==> config.mk <==
export PLATFORM = sky130hd
export DESIGN_NAME = zports_bank
export DESIGN_NICKNAME = d
export VERILOG_FILES = /design/src/rtl/zports_pkg.sv /design/src/rtl/zports_strobe.sv /design/src/rtl/zports_bank.sv
export SDC_FILE = /design/constraint.sdc
export NUM_CORES = 1
export LEC_CHECK = 0
export BUFFER_PORTS_ARGS = -buffer_cell sky130_fd_sc_hd__buf_2
export CORE_AREA = 3 3 69 78
export CTS_BUF_LIST = sky130_fd_sc_hd__clkbuf_16
export DETAILED_ROUTE_END_ITERATION = 10
export DIE_AREA = 0 0 72 81
export PLACE_DENSITY = 0.77
export REMOVE_ABC_BUFFERS = 1
export SYNTH_ARGS = -nofsm -noshare
export SYNTH_HDL_FRONTEND = slang
export SYNTH_SLANG_ARGS = --single-unit
==> constraint.sdc <==
create_clock -name fclk -period 1.8 [get_ports fclk]
set_clock_uncertainty 0.15 [all_clocks]
set_input_delay 0.18 -clock fclk [delete_from_list [all_inputs] [get_ports fclk]]
set_output_delay 0.18 -clock fclk [all_outputs]
set_load 0.01 [all_outputs]
==> src/rtl/zports_pkg.sv <==
// Shared definitions for the Z80 port register bank: wait FSM states,
// shadow qualifier codes and the default port addresses.
package zports_pkg;

  typedef enum logic [1:0] {
    ST_IDLE = 2'd0,
    ST_REQ  = 2'd1,
    ST_DONE = 2'd2
  } wstate_e;

  // Per-channel shadow qualification codes
  localparam logic [1:0] SH_ALWAYS = 2'b00;
  localparam logic [1:0] SH_ON     = 2'b01;
  localparam logic [1:0] SH_OFF    = 2'b10;
  localparam logic [1:0] SH_NEVER  = 2'b11;

  // Default low port bytes
  localparam logic [7:0] PORTBF = 8'hBF;
  localparam logic [7:0] PORT77 = 8'h77;
  localparam logic [7:0] PORTF7 = 8'hF7;
  localparam logic [7:0] PORTEF = 8'hEF;

  function automatic logic shadow_ok(input logic [1:0] sel, input logic shadow);
    case (sel)
      SH_ALWAYS: return 1'b1;
      SH_ON:     return shadow;
      SH_OFF:    return ~shadow;
      default:   return 1'b0;
    endcase
  endfunction

endpackage

==> src/rtl/zports_strobe.sv <==
// Z80 I/O cycle edge detector: samples IORQ&WR / IORQ&RD at Z80 clock
// rising edges and emits one fclk pulse per access.
module zports_strobe (
  input  logic fclk,
  input  logic rst,
  input  logic zpos,
  input  logic iorq_n,
  input  logic rd_n,
  input  logic wr_n,
  output logic wr_pulse,
  output logic rd_pulse
);

  logic ws0_q, ws1_q, rs0_q, rs1_q;
  logic wp_q, rp_q;

  // Two-stage edge detect; stage 0 only advances on zpos so glitches between
  // Z80 edges are ignored, stage 1 and the pulse run every fclk.
  always_ff @(posedge fclk or posedge rst) begin
    if (rst) begin
      ws0_q <= 1'b0;
      ws1_q <= 1'b0;
      rs0_q <= 1'b0;
      rs1_q <= 1'b0;
      wp_q  <= 1'b0;
      rp_q  <= 1'b0;
    end else begin
      if (zpos) begin
        ws0_q <= ~(iorq_n | wr_n);
        rs0_q <= ~(iorq_n | rd_n);
      end
      ws1_q <= ws0_q;
      rs1_q <= rs0_q;
      wp_q  <= ws0_q & ~ws1_q;
      rp_q  <= rs0_q & ~rs1_q;
    end
  end

  assign wr_pulse = wp_q;
  assign rd_pulse = rp_q;

endmodule

==> src/rtl/zports_bank.sv <==
// Parametrised fclk-domain Z80 port register bank with shadow-qualified
// decode, per-channel strobes and a wait handshake for slow agents.
module zports_bank
  import zports_pkg::*;
#(
  parameter int                NCH        = 4,
  parameter logic [NCH*8-1:0]  PORT_ADDRS = {PORTEF, PORTF7, PORT77, PORTBF},
  parameter logic [NCH*8-1:0]  RST_VALS   = '0,
  parameter logic [NCH*2-1:0]  SHADOW_SEL = '0,
  parameter logic [NCH-1:0]    WAIT_MASK  = '0,
  parameter int                WAIT_TMO   = 255
) (
  input  logic             fclk,
  input  logic             rst,
  input  logic             zpos,
  input  logic             iorq_n,
  input  logic             rd_n,
  input  logic             wr_n,
  input  logic [15:0]      a,
  input  logic [7:0]       din,
  input  logic             shadow,
  output logic             porthit,
  output logic [7:0]       dout,
  output logic             dataout,
  output logic [NCH*8-1:0] regs,
  output logic [NCH-1:0]   wr_stb,
  output logic [NCH-1:0]   rd_stb,
  output logic             z_wait_n,
  output logic             wait_req,
  output logic [3:0]       wait_ch,
  output logic             wait_rnw,
  output logic [7:0]       wait_wdata,
  input  logic             wait_ack,
  input  logic [7:0]       wait_rdata,
  output logic             tmo_flag
);

  localparam int            CW    = $clog2(WAIT_TMO + 1);
  localparam logic [CW-1:0] TMO_V = CW'(WAIT_TMO);

  logic                   wr_pulse, rd_pulse;
  logic [NCH-1:0]         match, sel_oh;
  logic [3:0]             hit_idx;
  logic                   hit_wait, start;
  logic [7:0]             hit_val;
  logic [NCH-1:0][7:0]    regs_q;
  logic [7:0]             rdata_q, wdata_q;
  logic [3:0]             ch_q;
  logic                   rnw_q, tmo_q;
  logic [CW-1:0]          cnt_q;
  wstate_e                state_q, state_d;

  // Only the low address byte is decoded
  logic unused_ahi;
  assign unused_ahi = ^a[15:8];

  zports_strobe u_stb (
    .fclk     (fclk),
    .rst      (rst),
    .zpos     (zpos),
    .iorq_n   (iorq_n),
    .rd_n     (rd_n),
    .wr_n     (wr_n),
    .wr_pulse (wr_pulse),
    .rd_pulse (rd_pulse)
  );

  // Per-channel address + shadow match
  always_comb begin
    match = '0;
    for (int i = 0; i < NCH; i++)
      match[i] = (a[7:0] == PORT_ADDRS[i*8 +: 8]) && shadow_ok(SHADOW_SEL[i*2 +: 2], shadow);
  end

  // Priority select: scan downwards so the lowest matching index wins
  always_comb begin
    sel_oh   = '0;
    hit_idx  = '0;
    hit_wait = 1'b0;
    hit_val  = 8'hFF;
    for (int i = NCH - 1; i >= 0; i--) begin
      if (match[i]) begin
        sel_oh    = '0;
        sel_oh[i] = 1'b1;
        hit_idx   = 4'(i);
        hit_wait  = WAIT_MASK[i];
        hit_val   = regs_q[i];
      end
    end
  end

  assign porthit = |match;
  assign dout    = !porthit ? 8'hFF : (hit_wait ? rdata_q : hit_val);
  assign dataout = porthit & ~iorq_n & ~rd_n;
  assign wr_stb  = sel_oh & {NCH{wr_pulse}};
  assign rd_stb  = sel_oh & {NCH{rd_pulse}};
  assign regs    = regs_q;

  // A strobe on a wait channel only opens a handshake when the FSM is free
  assign start = (state_q == ST_IDLE) && hit_wait && (wr_pulse || rd_pulse);

  // Wait FSM state register
  always_ff @(posedge fclk or posedge rst) begin
    if (rst) state_q <= ST_IDLE;
    else     state_q <= state_d;
  end

  // Wait FSM next state; ack has priority over timeout in REQ
  always_comb begin
    state_d = state_q;
    case (state_q)
      ST_IDLE: if (start) state_d = ST_REQ;
      ST_REQ:  if (wait_ack || cnt_q == TMO_V) state_d = ST_DONE;
      ST_DONE: state_d = ST_IDLE;
      default: state_d = ST_IDLE;
    endcase
  end

  // Wait FSM outputs; WAIT drops combinationally with the opening strobe
  always_comb begin
    wait_req = (state_q == ST_REQ);
    z_wait_n = !((state_q == ST_REQ) || start);
  end

  // Register array, request latches, timeout counter and read-data latch
  always_ff @(posedge fclk or posedge rst) begin
    if (rst) begin
      regs_q  <= RST_VALS;
      rdata_q <= 8'hFF;
      wdata_q <= 8'h00;
      ch_q    <= 4'd0;
      rnw_q   <= 1'b1;
      tmo_q   <= 1'b0;
      cnt_q   <= '0;
    end else begin
      for (int i = 0; i < NCH; i++) begin
        if (wr_stb[i] && !WAIT_MASK[i])
          regs_q[i] <= din;
        if (state_q == ST_REQ && wait_ack && !rnw_q && ch_q == 4'(i))
          regs_q[i] <= wdata_q;
      end
      if (start) begin
        ch_q    <= hit_idx;
        rnw_q   <= rd_pulse;
        wdata_q <= din;
        cnt_q   <= '0;
      end else if (state_q == ST_REQ) begin
        if (cnt_q != {CW{1'b1}}) cnt_q <= cnt_q + 1'b1;
        if (wait_ack) begin
          if (rnw_q) rdata_q <= wait_rdata;
        end else if (cnt_q == TMO_V) begin
          rdata_q <= 8'hFF;
          tmo_q   <= 1'b1;
        end
      end
    end
  end

  assign wait_ch    = ch_q;
  assign wait_rnw   = rnw_q;
  assign wait_wdata = wdata_q;
  assign tmo_flag   = tmo_q;

endmodule
==> results.py, run 1 <==
metrics = {
    "synth": {
        "synthDistinctLibCells": 37,
        "yosys_register_bits": 38,
        "yosysSeqAreaShare": 0.458,
        "synthArstFlopShare": 1.00,
        "synth-edff-count": 0,
        "netlist_area_sq_um": 2080,
        "avgSynthCellArea_sq_um": 11.5,
        "synthFlopType": "dfrtp_1",
        "syn-instance-count": 181,
        "yosys_warnings": 0,
    },
    "placed_design": {
        "io_buffers": 71,
        "pre_cts_slack_ns": -0.528,
        "dp_hpwl_mm": 4.17,
        "dpl_cell_area_sq_um": 2520,
        "place.gp.congestion": 0.870,
        "numPlacedInstances": 317,
    },
    "die": {
        "io_pins": 106,
        "die_area_sq_um": 5830,
        "core_area_sq_um": 4650,
        "start_util": 0.446,
        "rows": 26,
        "dieWidth_um": 72,
        "die_h_um": 81,
    },
    "setup_path": {
        "cpPeakStageDelay_ns": 0.63,
        "critPathMaxFanout": 5,
        "required_ns": 1.47,
        "crit_chain": "buf_8 > buf_6 > nand2_4 > or4b_4 > o22ai_2 > o211ai_1 > buf_2",
        "criticalPathCategory": "in2out",
        "cp_slowest_cell": "or4b_4",
        "arrival_ns": 1.49,
        "start_kind": "input port",
        "worstSetupEndpointType": "primary output",
        "rrSetupSlack_ns": 0.07,
    },
    "global_route": {
        "gr-usage-met2": 0.382,
        "grt_overflow": 0,
        "grt_max_degree": 39,
        "use_met1": 0.266,
        "use_met3": 0.0483,
        "first_global_vias": 1855,
        "antenna_found_initial": 0,
        "grt_first_pass_wirelength_mm": 9.67,
        "grt-busiest-layer": "met2",
        "grt_use_total": 0.222,
    },
    "clock_tree": {
        "cts_buffers": 5,
        "clkTransAtPathRegs_ns": 0.05,
        "cts.path.max_buffers": 2,
        "cts_htree_levels": 2,
        "insertion_delay_ns": 0.28,
        "clkSinkCount": 38,
        "cts_tree": "yes",
        "root_buffer": "clkbuf_16",
    },
    "drt": {
        "ant_nets": 0,
        "routedWlPerCell_um": 18.6,
        "via_per_inst": 5.42,
        "drc": 0,
        "firstDrtPassIters": 4,
        "wirelength_mm": 6.16,
        "drtIter0Drc": 87,
        "vias": 1798,
    },
    "layout": {
        "antennaDiodeCount": 0,
        "fin_cells": 332,
        "nets": 315,
        "drive_gt1_frac": 0.565,
        "area_delta_synth_final_pct": 38.6,
        "n_fill_cell": 410,
        "layout_common_cells": "buf_2 (64), dfrtp_1 (38), mux2_2 (33)",
        "layout_commonest_cell": "buf_2",
        "final_area_sq_um": 2880,
    },
    "power_and_ir_drop": {
        "p_total_mw": 1.97,
        "irDropWorstVdd_v": 0.000447,
        "power_density_nw_per_um2": 685,
        "p_leak_nw": 1.55,
    },
    "job": {
        "cap_violations": 0,
    },
    "timing": {
        "rsz0062_at_grt": "true",
        "finalCritPeriodShare": 1.01,
        "fin_ws_ns": -0.0225,
        "timing.hold.ws_ns": 0.0205,
        "fmax_mhz": 549,
        "period_needed_ns": 1.82,
        "finalSetupViolCount": 6,
        "report.final.hold_viol_count": 0,
        "slew_violations": 0,
    },
    "outcome": {
        "violations": "negative setup slack",
        "status": "complete, but fails checks",
    },
    "hold_path": {
        "hold_path.class": "in2reg",
    },
}
synth_stat cells, types with 4 or more instances:
library cell,n,area [sq um]
o22ai_1,7,43.8
mux2_2,33,372
dfrtp_1,38,951
o211ai_1,8,60.1
inv_1,4,15.0
nand3_1,4,20.0
nor2_1,4,15.0
a21oi_1,9,45.0
buf_4,18,135
nand2_1,4,15.0
o21a_1,8,60.1
o21ai_0,8,40.0
power breakdown:
part | switching, mW | internal, mW | total (mW) | leakage (nW)
clock network | 0.318 | 0.500 | 0.818 | 0.0724
logic | 0.140 | 0.106 | 0.246 | 0.956
registers | 0.0233 | 0.884 | 0.907 | 0.523
logic make-up after synthesis:
| kind of cell | share of synthesized area |
|---|---|
| DFF | 0.458 |
| and+or+nand+nor | 0.125 |
| muxes | 0.189 |
| other | 0.00362 |
| AOI/OAI and AO/OA | 0.128 |
| xor gates and xnor gates | 0.00422 |
| buffers and inverters | 0.0910 |
sequential cells by signal (all words and copies together) (netlist names):
name,cells
u_stb.ws1_q,1
u_stb.ws0_q,1
u_stb.wr_pulse,1
regs,32
u_stb.rs0_q,1
u_stb.rd_pulse,1
u_stb.rs1_q,1
what timing repair did:
action,CTS,global route
pin swaps,2,4
hold buffers,1,0
gates resized for setup,27,12
endpoints found under the setup margin,8,11
hold endpoints to repair,38,0
buffers inserted,2,2
cloned,2,0
worst max-delay path: cells and delay by family:
| kind | cells | cell delay (ns) |
|---|---|---|
| AO/OA/AOI/OAI | 2 | 0.29 |
| AND/OR/NAND/NOR | 2 | 0.69 |
| buffers and inverters | 3 | 0.33 |
path summary, 6_finish.rpt:
| check | start | end | depth (start not counted) |
|---|---|---|---|
| max in group asynchronous | rst | regs[4] | 4 |
| max reg2reg | u_stb.wr_pulse | regs[24] | 4 |
| min | din[4] | regs[20] | 2 |
| min reg2reg | u_stb.rs1_q | u_stb.rd_pulse | 1 |
| min in group asynchronous | rst | regs[19] | 4 |
| max | a[6] | dout[5] | 7 |
layout make-up:
class | count | area (sq um) | area share
timing repair buffer | 96 | 593 | 0.206
clock buffer | 5 | 125 | 0.0435
multi-input combinational | 130 | 1110 | 0.386
clock inverter | 3 | 12.5 | 0.00435
sequential | 38 | 951 | 0.331
inverter | 4 | 15.0 | 0.00522
tap | 56 | 70.1 | 0.0244
per-layer routing:
layer	routed length, um	part of all wire
met5	0	0
met4	129	0.021
met3	415	0.067
met2	3170	0.51
met1	2450	0.40
through the flow:
| step | setup TNS (ns) | utilization |
|---|---|---|
| CTS | -0.00735 | 0.605 |
| global route | -0.484 | 0.618 |
| detailed placement | -4.14 | 0.542 |
| finish | -0.0612 | 0.618 |
| floorplan | 0 | - |
| global placement | -4.19 | 0.542 |
Note: power is estimated with default switching activity, not from simulation.
==> run 2: changes to the inputs <==
--- a/config.mk
+++ b/config.mk
@@ -6,10 +6,10 @@
 export NUM_CORES = 1
 export LEC_CHECK = 0
 export BUFFER_PORTS_ARGS = -buffer_cell sky130_fd_sc_hd__buf_2
-export CORE_AREA = 3 3 69 78
+export CORE_AREA = 5 5 71 80
 export CTS_BUF_LIST = sky130_fd_sc_hd__clkbuf_16
 export DETAILED_ROUTE_END_ITERATION = 10
-export DIE_AREA = 0 0 72 81
+export DIE_AREA = 0 0 76 85
 export PLACE_DENSITY = 0.77
 export REMOVE_ABC_BUFFERS = 1
 export SYNTH_ARGS = -nofsm -noshare
==> results.py, run 2 (synthesis results as in run 1) <==
metrics = {
    "placed_design": {
        "dp_hpwl_mm": 4.14,
        "pre_cts_slack_ns": -0.456,
        "numPlacedInstances": 321,
        "io_buffers": 71,
        "place.gp.congestion": 0.860,
    },
    "setup_path": {
        "criticalPathCategory": "in2out",
        "r2r-end": "regs[25]",
        "cp_slowest_cell": "or4_4",
        "arrival_ns": 1.52,
        "critPathMaxFanout": 5,
        "crit_chain": "buf_8 > buf_6 > nand2_4 > or4_4 > buf_8 > o22ai_4 > o211ai_1 > buf_2",
        "start_kind": "input port",
        "cp_common_cell": "buf_8",
        "r2r_start": "u_stb.wr_pulse",
        "worstSetupEndpointType": "primary output",
        "rrSetupSlack_ns": 0.15,
        "cpPeakStageDelay_ns": 0.57,
        "required_ns": 1.47,
        "r2r_cells": 4,
        "crit_path_end": "dout[1]",
        "startpoint": "a[6]",
    },
    "clock_tree": {
        "root_buffer": "clkbuf_16",
        "cts_buffers": 5,
        "clkTransAtPathRegs_ns": 0.05,
        "cts_tree": "yes",
        "clkSinkCount": 38,
        "insertion_delay_ns": 0.27,
        "cts.path.max_buffers": 2,
        "cts_htree_levels": 2,
    },
    "global_route": {
        "first_global_vias": 1870,
        "grt_use_total": 0.190,
        "grt_max_degree": 39,
        "grt_first_pass_wirelength_mm": 9.64,
        "antenna_found_initial": 0,
        "grt_overflow": 0,
    },
    "layout": {
        "area_delta_synth_final_pct": 39.3,
        "drive_gt1_frac": 0.567,
        "fin_cells": 335,
        "layout_common_cells": "buf_2 (65), dfrtp_1 (38), mux2_2 (33)",
        "layout_commonest_cell": "buf_2",
        "antennaDiodeCount": 0,
        "largest_reg_flops": 32,
        "nets": 318,
        "final_util": 0.599,
    },
    "drt": {
        "vias": 1763,
        "via_per_inst": 5.26,
        "ant_nets": 0,
        "wirelength_mm": 6.08,
        "drc": 0,
        "drtIter0Drc": 61,
        "firstDrtPassIters": 4,
        "routedWlPerCell_um": 18.2,
    },
    "die": {
        "die_h_um": 85,
        "core_area_sq_um": 4830,
        "io_pins": 106,
        "rows": 27,
        "dieWidth_um": 76,
        "die_area_sq_um": 6460,
        "start_util": 0.430,
    },
    "outcome": {
        "violations": "negative setup slack",
        "status": "complete, but fails checks",
    },
    "power_and_ir_drop": {
        "irDropWorstVdd_v": 0.000623,
        "p_total_mw": 1.94,
        "power_density_nw_per_um2": 671,
        "p_leak_nw": 1.56,
    },
    "timing": {
        "finalCritPeriodShare": 1.03,
        "slew_violations": 0,
        "rsz0062_at_grt": "true",
        "period_needed_ns": 1.85,
        "fmax_mhz": 542,
        "fin_ws_ns": -0.0459,
        "timing.hold.ws_ns": 0.00826,
        "report.final.hold_viol_count": 0,
        "finalSetupViolCount": 6,
    },
    "hold_path": {
        "hold_path.class": "in2reg",
    },
    "job": {
        "cap_violations": 0,
    },
}
-- run 2: layer usage --
metal / vias up / share of wire / global-route usage
met1: 867 / 0.41 / 0.234
met2: 67 / 0.51 / 0.321
li1: 819 / - / -
met5: - / 0 / 0
met4: 0 / 0.019 / 0.0680
met3: 10 / 0.065 / 0.0499
-- run 2: power breakdown --
| part | total, mW | switching, mW | internal (mW) | leakage (nW) |
|---|---|---|---|---|
| logic | 0.250 | 0.139 | 0.111 | 0.979 |
| registers | 0.905 | 0.0206 | 0.884 | 0.523 |
| clock network | 0.786 | 0.295 | 0.491 | 0.0632 |
| total | 1.94 | 0.454 | 1.49 | 1.56 |
-- run 2: worst max-delay path, delay by kind of cell --
family / cells / cell delay (ns)
compound gates: 2 / 0.21
buf+inv: 4 / 0.49
simple gates: 2 / 0.62
-- run 2: per-stage QoR --
stage,setup TNS (ns),area (sq um)
after global routing,-0.427,2890
after CTS,-0.0590,2850
final,-0.171,2890
after detailed placement,-3.55,2540
after global placement,-3.60,2540
after floorplan,0,1950
-- run 2: area by class of cell --
cell class                 count  area, sq um
multi-input combinational    130         1100
timing repair buffer          99          624
clock inverter                 1         3.75
fill                         415         1940
tap                           58         72.6
clock buffer                   5          125
sequential                    38          951
inverter                       4         15.0
-- run 2: worst min path at each step --
stage           start        to  cells after the start  slack (ns)
2_1_floorplan  din[4]  regs[20]                      1        0.16
3_3_place_gp      rst  regs[23]                      3        0.16
3_5_place_dp      rst  regs[23]                      3        0.17
4_1_cts        din[4]  regs[20]                      2        0.01
5_1_grt        din[4]  regs[20]                      2       0.006
6_report       din[4]  regs[20]                      2       0.008
-- run 2: what timing repair did --
action,CTS,global route
endpoints found under the hold margin,38,0
pin swaps,10,5
buffers inserted,3,2
cloned,2,0
hold buffers,1,0
gates resized for setup,32,5
endpoints found under the setup margin,8,9
